File: config.mk
export PLATFORM = sky130hd
export DESIGN_NAME = grid_draw_scheduler
export DESIGN_NICKNAME = d
export VERILOG_FILES = /design/src/rtl/minesweeper_pkg.sv /design/src/rtl/grid_draw_scheduler_neighbour_counter.sv /design/src/rtl/grid_draw_scheduler.sv
export SDC_FILE = /design/constraint.sdc
export NUM_CORES = 1
export LEC_CHECK = 0
export ABC_CLOCK_PERIOD_IN_PS = 7390
export BUFFER_PORTS_ARGS = -buffer_cell sky130_fd_sc_hd__buf_4
export CAP_MARGIN = 20
export CORE_UTILIZATION = 50
export DETAILED_ROUTE_END_ITERATION = 10
export GPL_TIMING_DRIVEN = 0
export PLACE_DENSITY_LB_ADDON = 0.2
export SLEW_MARGIN = 20
export SYNTH_ARGS = -nofsm -noshare
export SYNTH_HDL_FRONTEND = slang
export SYNTH_SLANG_ARGS = --single-unit
File: constraint.sdc
create_clock -name clock -period 7.39 [get_ports clock]
set_input_delay 1.478 -clock clock [delete_from_list [all_inputs] [get_ports clock]]
set_output_delay 1.478 -clock clock [all_outputs]
set_load 0.01 [all_outputs]
File: src/rtl/minesweeper_pkg.sv
// Shared types and constants for the minesweeper display path.
// Holds the grid scheduler state encoding and the drawBox job-type encoding.
package minesweeper_pkg;

    localparam logic [3:0] CELL_BOMB = 4'd9;
    localparam int X_W     = 8;
    localparam int Y_W     = 7;
    localparam int COUNT_W = 4;

    typedef enum logic [2:0] {
        S_IDLE,
        S_LOAD,
        S_ISSUE_B,
        S_WAIT_B,
        S_ISSUE_R,
        S_WAIT_R,
        S_NEXT,
        S_DONE
    } sched_state_e;

    // Job type as seen by drawBox: cursor selects the border, reveal the glyph.
    typedef struct packed {
        logic cursor;
        logic reveal;
    } job_t;

    localparam job_t JOB_NONE   = '{cursor: 1'b0, reveal: 1'b0};
    localparam job_t JOB_BORDER = '{cursor: 1'b1, reveal: 1'b0};
    localparam job_t JOB_GLYPH  = '{cursor: 1'b0, reveal: 1'b1};

endpackage

File: src/rtl/grid_draw_scheduler_neighbour_counter.sv
// Combinational count of bombs in the up-to-eight neighbours of one cell.
// Neighbours off the board are excluded; rows and columns never wrap.
module neighbour_counter
    import minesweeper_pkg::*;
#(
    parameter int GRID_SIZE = 3,
    parameter int RW        = 2
) (
    input  logic [GRID_SIZE*GRID_SIZE-1:0] bomb_grid,
    input  logic [RW-1:0]                  row,
    input  logic [RW-1:0]                  col,
    output logic [COUNT_W-1:0]             count
);

    // Row and column are tested separately so a cell at the end of one row never sees the next.
    always_comb begin
        count = '0;
        for (int i = 0; i < GRID_SIZE * GRID_SIZE; i++) begin
            if (bomb_grid[i] &&
                ((i / GRID_SIZE) + 1 >= int'(row)) && ((i / GRID_SIZE) <= int'(row) + 1) &&
                ((i % GRID_SIZE) + 1 >= int'(col)) && ((i % GRID_SIZE) <= int'(col) + 1) &&
                !(((i / GRID_SIZE) == int'(row)) && ((i % GRID_SIZE) == int'(col)))) begin
                count = count + COUNT_W'(1);
            end
        end
    end

endmodule

File: src/rtl/grid_draw_scheduler.sv
// Walks every board cell on a redraw request and hands border/glyph jobs to drawBox,
// waiting for each job to complete before moving on.
module grid_draw_scheduler
    import minesweeper_pkg::*;
#(
    parameter int GRID_SIZE = 3,
    parameter int BOX_PITCH = 10,
    parameter int ORIGIN_X  = 0,
    parameter int ORIGIN_Y  = 0
) (
    input  logic                           clock,
    input  logic                           reset,
    input  logic                           start,
    input  logic                           reveal_all,
    input  logic [GRID_SIZE*GRID_SIZE-1:0] bombGrid,
    input  logic [GRID_SIZE*GRID_SIZE-1:0] revealGrid,
    input  logic [GRID_SIZE*GRID_SIZE-1:0] cursorGrid,
    input  logic                           box_done,
    output logic [X_W-1:0]                 box_x,
    output logic [Y_W-1:0]                 box_y,
    output logic                           d_enable,
    output logic                           d_cursor,
    output logic                           d_reveal,
    output logic                           cursor_bit,
    output logic [3:0]                     cell_state,
    output logic                           busy,
    output logic                           frame_done
);

    localparam int N  = GRID_SIZE * GRID_SIZE;
    localparam int KW = (N > 1) ? $clog2(N) : 1;
    localparam int RW = (GRID_SIZE > 1) ? $clog2(GRID_SIZE) : 1;

    sched_state_e   state_q, state_d;
    logic [KW-1:0]  k_q, k_d;
    logic [RW-1:0]  row_q, row_d, col_q, col_d;
    logic [X_W-1:0] x_acc_q, x_acc_d, box_x_q, box_x_d;
    logic [Y_W-1:0] y_acc_q, y_acc_d, box_y_q, box_y_d;
    logic [N-1:0]   bomb_snap_q, bomb_snap_d, reveal_snap_q, reveal_snap_d;
    logic [N-1:0]   cursor_snap_q, cursor_snap_d;
    logic           reveal_all_snap_q, reveal_all_snap_d;
    logic [3:0]     cell_state_q, cell_state_d;
    logic           cursor_bit_q, cursor_bit_d;
    logic           d_enable_q, d_enable_d, d_cursor_q, d_cursor_d, d_reveal_q, d_reveal_d;
    logic           busy_q, busy_d, frame_done_q, frame_done_d;
    logic [COUNT_W-1:0] nb_count;
    job_t           job;

    neighbour_counter #(
        .GRID_SIZE(GRID_SIZE),
        .RW       (RW)
    ) u_neighbour_counter (
        .bomb_grid(bomb_snap_q),
        .row      (row_q),
        .col      (col_q),
        .count    (nb_count)
    );

    always_comb begin
        state_d           = state_q;
        k_d               = k_q;
        row_d             = row_q;
        col_d             = col_q;
        x_acc_d           = x_acc_q;
        y_acc_d           = y_acc_q;
        bomb_snap_d       = bomb_snap_q;
        reveal_snap_d     = reveal_snap_q;
        cursor_snap_d     = cursor_snap_q;
        reveal_all_snap_d = reveal_all_snap_q;
        box_x_d           = box_x_q;
        box_y_d           = box_y_q;
        cell_state_d      = cell_state_q;
        cursor_bit_d      = cursor_bit_q;

        case (state_q)
            S_IDLE: begin
                if (start) begin
                    bomb_snap_d       = bombGrid;
                    reveal_snap_d     = revealGrid;
                    cursor_snap_d     = cursorGrid;
                    reveal_all_snap_d = reveal_all;
                    k_d               = '0;
                    row_d             = '0;
                    col_d             = '0;
                    x_acc_d           = X_W'(ORIGIN_X);
                    y_acc_d           = Y_W'(ORIGIN_Y);
                    state_d           = S_LOAD;
                end
            end
            S_LOAD: begin
                box_x_d      = x_acc_q;
                box_y_d      = y_acc_q;
                cell_state_d = bomb_snap_q[k_q] ? CELL_BOMB : nb_count;
                cursor_bit_d = cursor_snap_q[k_q];
                state_d      = S_ISSUE_B;
            end
            S_ISSUE_B: state_d = S_WAIT_B;
            S_WAIT_B: begin
                if (box_done) begin
                    state_d = (reveal_snap_q[k_q] | reveal_all_snap_q) ? S_ISSUE_R : S_NEXT;
                end
            end
            S_ISSUE_R: state_d = S_WAIT_R;
            S_WAIT_R: begin
                if (box_done) begin
                    state_d = S_NEXT;
                end
            end
            // Origins advance by accumulation; x snaps back to the left edge on a row wrap.
            S_NEXT: begin
                if (k_q == KW'(N - 1)) begin
                    state_d = S_DONE;
                end else begin
                    k_d     = k_q + KW'(1);
                    state_d = S_LOAD;
                    if (col_q == RW'(GRID_SIZE - 1)) begin
                        col_d   = '0;
                        row_d   = row_q + RW'(1);
                        x_acc_d = X_W'(ORIGIN_X);
                        y_acc_d = y_acc_q + Y_W'(BOX_PITCH);
                    end else begin
                        col_d   = col_q + RW'(1);
                        x_acc_d = x_acc_q + X_W'(BOX_PITCH);
                    end
                end
            end
            S_DONE:  state_d = S_IDLE;
            default: state_d = S_IDLE;
        endcase

        job = JOB_NONE;
        if (state_d == S_ISSUE_B) begin
            job = JOB_BORDER;
        end else if (state_d == S_ISSUE_R) begin
            job = JOB_GLYPH;
        end
        d_enable_d   = (state_d == S_ISSUE_B) || (state_d == S_ISSUE_R);
        d_cursor_d   = job.cursor;
        d_reveal_d   = job.reveal;
        busy_d       = (state_d != S_IDLE) && (state_d != S_DONE);
        frame_done_d = (state_d == S_DONE);
    end

    always_ff @(posedge clock or posedge reset) begin
        if (reset) begin
            state_q           <= S_IDLE;
            k_q               <= '0;
            row_q             <= '0;
            col_q             <= '0;
            x_acc_q           <= '0;
            y_acc_q           <= '0;
            bomb_snap_q       <= '0;
            reveal_snap_q     <= '0;
            cursor_snap_q     <= '0;
            reveal_all_snap_q <= 1'b0;
            box_x_q           <= '0;
            box_y_q           <= '0;
            cell_state_q      <= '0;
            cursor_bit_q      <= 1'b0;
            d_enable_q        <= 1'b0;
            d_cursor_q        <= 1'b0;
            d_reveal_q        <= 1'b0;
            busy_q            <= 1'b0;
            frame_done_q      <= 1'b0;
        end else begin
            state_q           <= state_d;
            k_q               <= k_d;
            row_q             <= row_d;
            col_q             <= col_d;
            x_acc_q           <= x_acc_d;
            y_acc_q           <= y_acc_d;
            bomb_snap_q       <= bomb_snap_d;
            reveal_snap_q     <= reveal_snap_d;
            cursor_snap_q     <= cursor_snap_d;
            reveal_all_snap_q <= reveal_all_snap_d;
            box_x_q           <= box_x_d;
            box_y_q           <= box_y_d;
            cell_state_q      <= cell_state_d;
            cursor_bit_q      <= cursor_bit_d;
            d_enable_q        <= d_enable_d;
            d_cursor_q        <= d_cursor_d;
            d_reveal_q        <= d_reveal_d;
            busy_q            <= busy_d;
            frame_done_q      <= frame_done_d;
        end
    end

    assign box_x      = box_x_q;
    assign box_y      = box_y_q;
    assign cell_state = cell_state_q;
    assign cursor_bit = cursor_bit_q;
    assign d_enable   = d_enable_q;
    assign d_cursor   = d_cursor_q;
    assign d_reveal   = d_reveal_q;
    assign busy       = busy_q;
    assign frame_done = frame_done_q;

endmodule

==> impl_metrics.env, run 1 <==
export IMPL_status="finished, final reports clean"
export IMPL_post_route_cell_area_sq_um=5076
export IMPL_cts_sinks=75
export IMPL_postCtsSetupBuffers=0
export IMPL_p_leak_uw=0.002390
export IMPL_cts_buffers=9
export IMPL_drive_above_1_share_pct=25.75
export IMPL_fin_skew_ns=0.01182
export IMPL_timing_hold_ws_ns=0.4800
export IMPL_grt_max_degree=41
export IMPL_yosysTopAreaCellShare_pct=43.44
export IMPL_crit_fanout=8
export IMPL_r2r_cells=26
export IMPL_slowest_stage="ha_1"
export IMPL_antenna_left=0
export IMPL_cts_root_buf="clkbuf_8"
export IMPL_synthTopCellsByArea="dfrtp_1 (43%), mux2_2 (7.6%), nand2_1 (6.2%)"
export IMPL_synth_mux_area_share_pct=12.54
export IMPL_yosysSeqAreaShare_pct=43.44
export IMPL_min_period_over_period_pct=75.92
export IMPL_grt_pass1_vias=3211
export IMPL_design_core_area_sq_um=8299
export IMPL_place_port_buffers=54
export IMPL_start_util_pct=52.06
export IMPL_critPathMostFrequentCell="ha_1"
export IMPL_place_area_sq_um=4883
export IMPL_critPathLaunchType="flop"
export IMPL_fin_tns_setup_ns=0
export IMPL_track_usage_pct=21.65
export IMPL_die_h_um=94.96
export IMPL_endpoint="cell_state[3]"
export IMPL_synth_common_cells="dfrtp_1 (75), nand2_1 (71), mux2_2 (29), o21ai_0 (29), nor2_1 (24)"
export IMPL_drv_slew=0
export IMPL_synth_warnings=0
export IMPL_cts_max_level=3
export IMPL_hold_viol_final=0
export IMPL_grt_ovfl_total=0
export IMPL_max_slew_margin_rel_pct=59.45
export IMPL_cts_tree="done"
export IMPL_synthFlopType="dfrtp_1"
export IMPL_r2r_end="cell_state[3]"
export IMPL_antenna_found_initial=0
export IMPL_async_flop_share_pct=100.0
export IMPL_ys_types=64
export IMPL_rrSetupSlack_ns=1.78
export IMPL_synth_xor_area_share_pct=5.271
export IMPL_clock_path_buffers=2
export IMPL_grt_pass1_wl_um=15060
export IMPL_hp_start="box_x[1]"
export IMPL_vias_per_cell=5.475
export IMPL_netlist_area_sq_um=4320
export IMPL_hpwl_um=6491
export IMPL_cts_resized_gates=0
export IMPL_critPathKind="reg -> reg"
export IMPL_crit_family="adder cells"
export IMPL_ys_seq_elements=75
export IMPL_via_count=3318
export IMPL_drc=0
export IMPL_routabilityCongestion=0.8214
export IMPL_synth_fa_ha_area_share_pct=5.213
export IMPL_synth_top_family_by_area="simple AND/OR/NAND/NOR gates"
export IMPL_finalCriticalPeriod_ns=5.611
export IMPL_drt_iter0_markers=149
export IMPL_wire_per_inst_um=14.47
export IMPL_syn_avg_cell_area_sq_um=10.07
export IMPL_diodes=0
export IMPL_min_delay_path_class="reg -> reg"
export IMPL_clk_latency_ns=0.35
export IMPL_max_stage_delay_ns=0.45
export IMPL_synth_top_cell_by_area="dfrtp_1"
export IMPL_worstSetupStartpoint="row_q[1]"
export IMPL_first_pass_iters=4
export IMPL_totalWireLength_um=8768
export IMPL_worstPathRequired_ns=7.63
export IMPL_maxCapViolations=0
export IMPL_rsz0062_at_grt="no"
export IMPL_critical_path_depth=26
export IMPL_io_pins=57
export IMPL_cp_end_kind="flop"
export IMPL_num_rows=33
export IMPL_synth_edff_count=0
export IMPL_final_setup_viol_count=0
export IMPL_synth_cells=429
export IMPL_timing_rr_start="row_q[1]"
export IMPL_die_w_um=94.96
export IMPL_ir_worst_vdd_mv=0.2319
export IMPL_critical_path_buf_inv_count=4
export IMPL_crit_arrival_ns=5.85
export IMPL_power_density_nw_per_um2=459.2
export IMPL_nets=546
export IMPL_clkTransAtPathRegs_ns=0.07
export IMPL_finalPower_uw=2331
export IMPL_max_freq_mhz=178.2
export IMPL_syn_to_final_growth_pct=17.49
export IMPL_floorplan_die_area_sq_um=9016
export IMPL_worst_slew_pin_slew_ns=0.6082
export IMPL_synth_most_common_cell="dfrtp_1"
export IMPL_synth_compound_area_share_pct=12.02
export IMPL_synth_simple_area_share_pct=17.61
export IMPL_cts_hold_buf=0
-- worst min-delay path, cell delays in order, from the launching register on --
cell	delay, ns
dfrtp_1	0.35
nand2_1	0.05
nand2_1	0.05
-- kinds of logic after synthesis --
kind of cell,Yosys count
xor gates and xnor gates,18
buffers and inverters,39
muxes,43
adders and majority gates,18
other,1
and+or+nand+nor,157
AOI/OAI and AO/OA,78
DFF,75
-- layout by cell type, fill, tap and decap left out, types with 3 or more instances in the layout --
master     n
or3_1      5
clkbuf_8   9
nand3_1    7
o31ai_1    5
buf_1      4
nand2b_1  11
mux4_2     6
nor2_1    24
and2_1     5
mux2i_1    8
inv_1     16
or2_2      4
dfrtp_1   75
nor3_1    10
mux2_2    29
o21a_1     3
clkbuf_1  11
buf_4     56
a21oi_1    9
a21o_1     3
xnor2_2    3
buf_2      3
ha_1      18
xor2_1     7
o211ai_1   4
a31oi_1    5
xnor2_1    5
o21ai_0   29
nand2_1   71
-- metrics by stage --
stage / utilization (%) / cells / setup WS, ns
floorplan: - / 430 / 2.216
global placement: 58.57 / 589 / 1.879
detailed placement: 58.84 / 590 / 1.762
CTS: 61.16 / 606 / 1.739
global route: 61.16 / 606 / 1.444
finish: 61.16 / 606 / 1.779
-- area by class of cell --
type	count	area (sq um)
timing repair buffer	55	425.4
inverter	19	73.82
sequential	75	1877
multi-input combinational	316	2282
clock buffer	10	127.6
buffer	20	93.84
tap	105	131.4
clock inverter	6	65.06
fill	712	3223
-- registers in the layout, indices dropped and copies added, names as in the netlist, 3 cells and up --
| name | flops |
|---|---|
| k_q | 4 |
| x_acc_q | 7 |
| box_y | 6 |
| y_acc_q | 6 |
| box_x | 7 |
| cursor_snap_q | 9 |
| cell_state | 4 |
| reveal_snap_q | 9 |
| bomb_snap_q | 9 |
| state_q | 3 |
-- power by group --
part | internal (uW) | leakage [uW] | switching (uW)
logic | 644 | 0.00133 | 707
clock network | 157 | 0.0000966 | 159
registers | 558 | 0.000961 | 106
-- routing by layer --
metal	part of all wire (%)	up-vias	global-route usage (%)
met5	0	-	0
met4	1.0	0	7.576
met3	4.0	10	4.670
met2	48	74	35.01
met1	47	1607	28.68
li1	-	1627	-
-- how the worst min path moves through the flow --
stage                            end  cells past startpoint
after global routing        box_x[1]                      2
after global placement      box_y[6]                      2
after detailed placement    box_y[4]                      2
final                       box_x[1]                      2
after CTS                   box_x[1]                      2
after floorplan           x_acc_q[7]                      1
No activity file was read; power rests on OpenSTA's default activity.
==> inputs of run 2 (changes only) <==
--- a/config.mk
+++ b/config.mk
@@ -5,7 +5,7 @@
 export SDC_FILE = /design/constraint.sdc
 export NUM_CORES = 1
 export LEC_CHECK = 0
-export ABC_CLOCK_PERIOD_IN_PS = 7390
+export ABC_CLOCK_PERIOD_IN_PS = 4650
 export BUFFER_PORTS_ARGS = -buffer_cell sky130_fd_sc_hd__buf_4
 export CAP_MARGIN = 20
 export CORE_UTILIZATION = 50
==> constraint.sdc (replaced) <==
create_clock -name clock -period 4.65 [get_ports clock]
set_input_delay 0.93 -clock clock [delete_from_list [all_inputs] [get_ports clock]]
set_output_delay 0.93 -clock clock [all_outputs]
set_load 0.01 [all_outputs]
==> impl_metrics.env, run 2 (synthesis results as in run 1) <==
export IMPL_cp_end_kind="flop"
export IMPL_crit_arrival_ns=4.89
export IMPL_via_count=3455
export IMPL_routabilityCongestion=0.8195
export IMPL_top_regs="bomb_snap_q x9, cursor_snap_q x9, reveal_snap_q x9"
export IMPL_worstPathRequired_ns=4.88
export IMPL_first_pass_iters=4
export IMPL_worst_slew_pin_slew_ns=0.6525
export IMPL_slowest_stage="dfrtp_2"
export IMPL_finalCriticalPeriod_ns=4.657
export IMPL_nets=561
export IMPL_clk_latency_ns=0.35
export IMPL_min_period_over_period_pct=100.2
export IMPL_maxCapViolations=0
export IMPL_place_area_sq_um=4960
export IMPL_cts_root_buf="clkbuf_8"
export IMPL_ir_worst_vdd_mv=0.3333
export IMPL_cts_sinks=75
export IMPL_fin_skew_ns=0.01415
export IMPL_status="finished with violations"
export IMPL_drv_slew=0
export IMPL_pre_cts_ws_ns=-0.3231
export IMPL_grt_pass1_vias=3411
export IMPL_totalWireLength_um=9230
export IMPL_post_route_cell_area_sq_um=5313
export IMPL_vias_per_cell=5.564
export IMPL_max_slew_margin_rel_pct=56.31
export IMPL_diodes=0
export IMPL_final_setup_viol_count=1
export IMPL_hpwl_um=6751
export IMPL_drc=0
export IMPL_timing_hold_ws_ns=0.4832
export IMPL_design_core_area_sq_um=8299
export IMPL_setup_slack_ns=-0.007305
export IMPL_syn_to_final_growth_pct=22.97
export IMPL_num_rows=33
export IMPL_critPathKind="reg -> reg"
export IMPL_drive_above_1_share_pct=32.75
export IMPL_io_pins=57
export IMPL_clkTransAtPathRegs_ns=0.09
export IMPL_max_freq_mhz=214.7
export IMPL_drt_iter0_markers=121
export IMPL_antenna_found_initial=0
export IMPL_critPathMostFrequentCell="ha_4"
export IMPL_clock_path_buffers=2
export IMPL_critPathLaunchType="flop"
export IMPL_floorplan_die_area_sq_um=9016
export IMPL_antenna_left=0
export IMPL_grt_max_degree=44
export IMPL_die_w_um=94.96
export IMPL_critical_path_buf_inv_count=4
export IMPL_layout_commonest_cell="dfrtp_1"
export IMPL_num_fill_cells=656
export IMPL_die_h_um=94.96
export IMPL_fin_tns_setup_ns=-0.007305
export IMPL_max_stage_delay_ns=0.46
export IMPL_violations="negative setup slack"
export IMPL_cts_tree="done"
export IMPL_place_port_buffers=54
export IMPL_cts_buffers=9
export IMPL_power_density_nw_per_um2=778.0
export IMPL_cts_max_level=3
export IMPL_start_util_pct=52.06
export IMPL_grt_pass1_wl_um=15630
export IMPL_track_usage_pct=22.34
export IMPL_final_cell_mix="dfrtp_1 (73), buf_4 (72), nand2_1 (68), mux2_2 (29), o21ai_0 (26)"
export IMPL_grt_ovfl_total=0
export IMPL_min_delay_path_class="reg -> reg"
export IMPL_hold_viol_final=0
export IMPL_wire_per_inst_um=14.86
export IMPL_rsz0062_at_grt="yes"
export IMPL_crit_family="adder cells"
export IMPL_p_leak_uw=0.002455
export IMPL_crit_fanout=4
export IMPL_finalPower_uw=4133
run 2: final timing paths:
kind	slack (ns)	to	from	cells past startpoint
worst max-delay path	-0.007	cell_state[3]	row_q[0]	26
worst min-delay path	0.48	box_x[2]	box_x[2]	2
worst max register to register	-0.007	cell_state[3]	row_q[0]	26
worst min register to register	0.48	box_x[2]	box_x[2]	2
max in group asynchronous	3.49	row_q[1]	reset	3
min in group asynchronous	0.57	frame_done	reset	2
run 2: what timing repair did:
action	4_1_cts	5_1_grt
gates resized for setup	5	11
buffers inserted	11	4
hold buffers	0	0
endpoints found under the setup margin	3	3
endpoints found under the hold margin	0	0
pin swaps	15	13
run 2: through the flow:
step                      std cells  utilization [%]
after CTS                       617            63.24
after global routing            621            64.01
after detailed placement        590            59.76
after global placement          589            59.49
after floorplan                 430                -
final                           621            64.01
run 2: power by group:
group | switching, uW | internal [uW] | total, uW
Sequential | 174 | 887 | 1060
Combinational | 1300 | 1300 | 2600
Clock | 270 | 202 | 472
run 2: metal layers:
layer | wire, um | global-route usage, % | vias to the layer above
met3 | 329 | 4.267 | 12
met4 | 106 | 5.934 | 0
met5 | 0 | 0 | -
met2 | 4601 | 38.01 | 79
li1 | - | - | 1656
met1 | 4192 | 29.10 | 1708
run 2: final cells by class:
| class | count | area [sq um] | area share, % |
|---|---|---|---|
| clock inverters | 7 | 57.56 | 1.083 |
| plain buffers | 20 | 96.34 | 1.813 |
| clock buffers | 9 | 123.9 | 2.332 |
| multi-input cells | 316 | 2410 | 45.36 |
| inverters | 19 | 76.32 | 1.437 |
| flip-flops and latches | 75 | 1879 | 35.37 |
| well taps | 105 | 131.4 | 2.473 |
| repair buffers | 70 | 538.0 | 10.13 |
run 2: worst min-delay path, cell delays in order, from the launching register on:
cell and delay, ns:
dfrtp_1 0.35, nand2_1 0.05, nand2_1 0.05
==> inputs of run 3 (changes only) <==
--- a/config.mk
+++ b/config.mk
@@ -5,13 +5,14 @@
 export SDC_FILE = /design/constraint.sdc
 export NUM_CORES = 1
 export LEC_CHECK = 0
-export ABC_CLOCK_PERIOD_IN_PS = 4650
 export BUFFER_PORTS_ARGS = -buffer_cell sky130_fd_sc_hd__buf_4
 export CAP_MARGIN = 20
+export CORE_MARGIN = 10
 export CORE_UTILIZATION = 50
 export DETAILED_ROUTE_END_ITERATION = 10
 export GPL_TIMING_DRIVEN = 0
 export PLACE_DENSITY_LB_ADDON = 0.2
+export RECOVER_POWER = 100
 export SLEW_MARGIN = 20
 export SYNTH_ARGS = -nofsm -noshare
 export SYNTH_HDL_FRONTEND = slang
==> impl_metrics.env, run 3 (synthesis results as in run 1) <==
export IMPL_syn_to_final_growth_pct=21.60
export IMPL_cts_buffers=9
export IMPL_via_count=3428
export IMPL_first_pass_iters=4
export IMPL_wire_per_inst_um=15.79
export IMPL_critPathLaunchType="flop"
export IMPL_finalCriticalPeriod_ns=4.714
export IMPL_drv_slew=45
export IMPL_clkTransAtPathRegs_ns=0.08
export IMPL_clock_path_buffers=2
export IMPL_drt_iter0_markers=146
export IMPL_worst_slew_pin_slew_ns=2.379
export IMPL_track_usage_pct=15.58
export IMPL_crit_family="adder cells"
export IMPL_hpwl_um=7303
export IMPL_rsz0062_at_grt="yes"
export IMPL_maxCapViolations=1
export IMPL_highest_layer="met4"
export IMPL_critPathKind="reg -> reg"
export IMPL_clk_latency_ns=0.36
export IMPL_status="finished with violations"
export IMPL_num_fill_cells=694
export IMPL_drc=0
export IMPL_fin_tns_setup_ns=-0.06350
export IMPL_hold_viol_final=0
export IMPL_routabilityCongestion=0.8261
export IMPL_hp_start="box_x[1]"
export IMPL_setup_slack_ns=-0.06350
export IMPL_violations="max-capacitance violations, max-slew violations, negative setup slack"
export IMPL_cts_tree="done"
export IMPL_crit_fanout=4
export IMPL_final_setup_viol_count=1
export IMPL_max_stage_delay_ns=0.46
export IMPL_cts_max_level=3
export IMPL_fin_cells=625
export IMPL_die_w_um=113.0
export IMPL_slowest_stage="dfrtp_2"
export IMPL_grt_ovfl_total=0
export IMPL_place_area_sq_um=4967
export IMPL_crit_arrival_ns=4.95
export IMPL_antenna_found_initial=0
export IMPL_io_pins=57
export IMPL_cts_hold_buf=0
export IMPL_min_period_over_period_pct=101.4
export IMPL_timing_rr_start="row_q[0]"
export IMPL_grt_pass1_vias=3602
export IMPL_drt_met1_wl_um=4422
export IMPL_ir_worst_vdd_mv=0.3314
export IMPL_cts_sinks=75
export IMPL_critical_path_buf_inv_count=3
export IMPL_cp_end_kind="flop"
export IMPL_post_route_cell_area_sq_um=5254
export IMPL_design_core_area_sq_um=8299
export IMPL_start_util_pct=52.06
export IMPL_max_slew_margin_rel_pct=-58.60
export IMPL_worstPathRequired_ns=4.88
export IMPL_nets=565
export IMPL_vias_per_cell=5.485
export IMPL_p_leak_uw=0.002379
export IMPL_grt_max_degree=45
export IMPL_layout_commonest_cell="dfrtp_1"
export IMPL_worstSetupStartpoint="row_q[0]"
export IMPL_cts_root_buf="clkbuf_8"
export IMPL_top_regs="bomb_snap_q x9, cursor_snap_q x9, reveal_snap_q x9"
export IMPL_die_h_um=113.0
export IMPL_wl_met2_um=4879
export IMPL_final_cell_mix="dfrtp_1 (73), nand2_1 (69), buf_4 (51), clkbuf_1 (39), mux2_2 (29)"
export IMPL_floorplan_die_area_sq_um=12760
export IMPL_min_delay_path_class="reg -> reg"
export IMPL_grt_pass1_wl_um=16750
export IMPL_drive_above_1_share_pct=28.08
export IMPL_totalWireLength_um=9871
export IMPL_fin_skew_ns=0.01358
export IMPL_diodes=0
export IMPL_antenna_left=0
export IMPL_pre_cts_ws_ns=-0.3215
export IMPL_place_port_buffers=54
export IMPL_timing_hold_ws_ns=0.4774
export IMPL_dr_wl_met3_um=471
export IMPL_power_density_nw_per_um2=786.9
export IMPL_dp_cells=590
export IMPL_num_rows=33
export IMPL_critPathMostFrequentCell="ha_4"
export IMPL_max_freq_mhz=212.2
-- run 3: changes by cell type in the layout (fill, tap and decap cells not counted), sizes merged --
cell / delta
inv: -4
buf: -25
clkinv: +1
clkbuf: +31
bufinv: +1
-- run 3: area by class of cell --
cell class	instances	area (sq um)	area share, %
Inverter	19	75.07	1.429
Tap cell	105	131.4	2.501
Buffer	20	100.1	1.905
Clock inverter	5	60.06	1.143
Multi-Input combinational cell	316	2401	45.70
Sequential cell	75	1879	35.77
Clock buffer	11	141.4	2.691
Timing Repair Buffer	74	465.4	8.859
-- run 3: power by group --
group	leakage (uW)	total (uW)	switching [uW]	internal, uW
clock network	0.0000999	517	252	265
logic	0.00132	2560	1310	1250
registers	0.000957	1050	166	888
-- run 3: metrics by stage --
stage,total power [uW],util [%]
2_1_floorplan,2809,-
3_5_place_dp,3324,59.85
3_3_place_gp,3237,59.49
6_report,4134,63.30
4_1_cts,3999,63.70
5_1_grt,4483,63.30
-- run 3: final timing paths --
| path | endpoint | slack, ns | cells after the start |
|---|---|---|---|
| hold / removal | box_x[1] | 0.48 | 2 |
| setup / recovery | cell_state[3] | -0.06 | 25 |
| min in group asynchronous | frame_done | 0.87 | 2 |
| setup reg to reg | cell_state[3] | -0.06 | 25 |
| hold reg to reg | box_x[1] | 0.48 | 2 |
| max in group asynchronous | row_q[0] | 0.84 | 3 |
-- run 3: repair_timing --
action,in CTS,in global routing
pin swaps,12,17
setup buffers,12,7
gates resized for setup,6,9
endpoints found under the setup margin,3,3
-- run 3: routing by layer --
metal,vias to the layer above,track usage [%]
met5,-,0
met2,62,27.07
li1,1658,-
met3,11,4.437
met1,1697,18.48
met4,0,3.807
-- run 3: tightest hold or removal path, stage by stage (launching register included) --
cell and delay, ns:
dfrtp_1 0.35, nand2_1 0.05, nand2_1 0.05
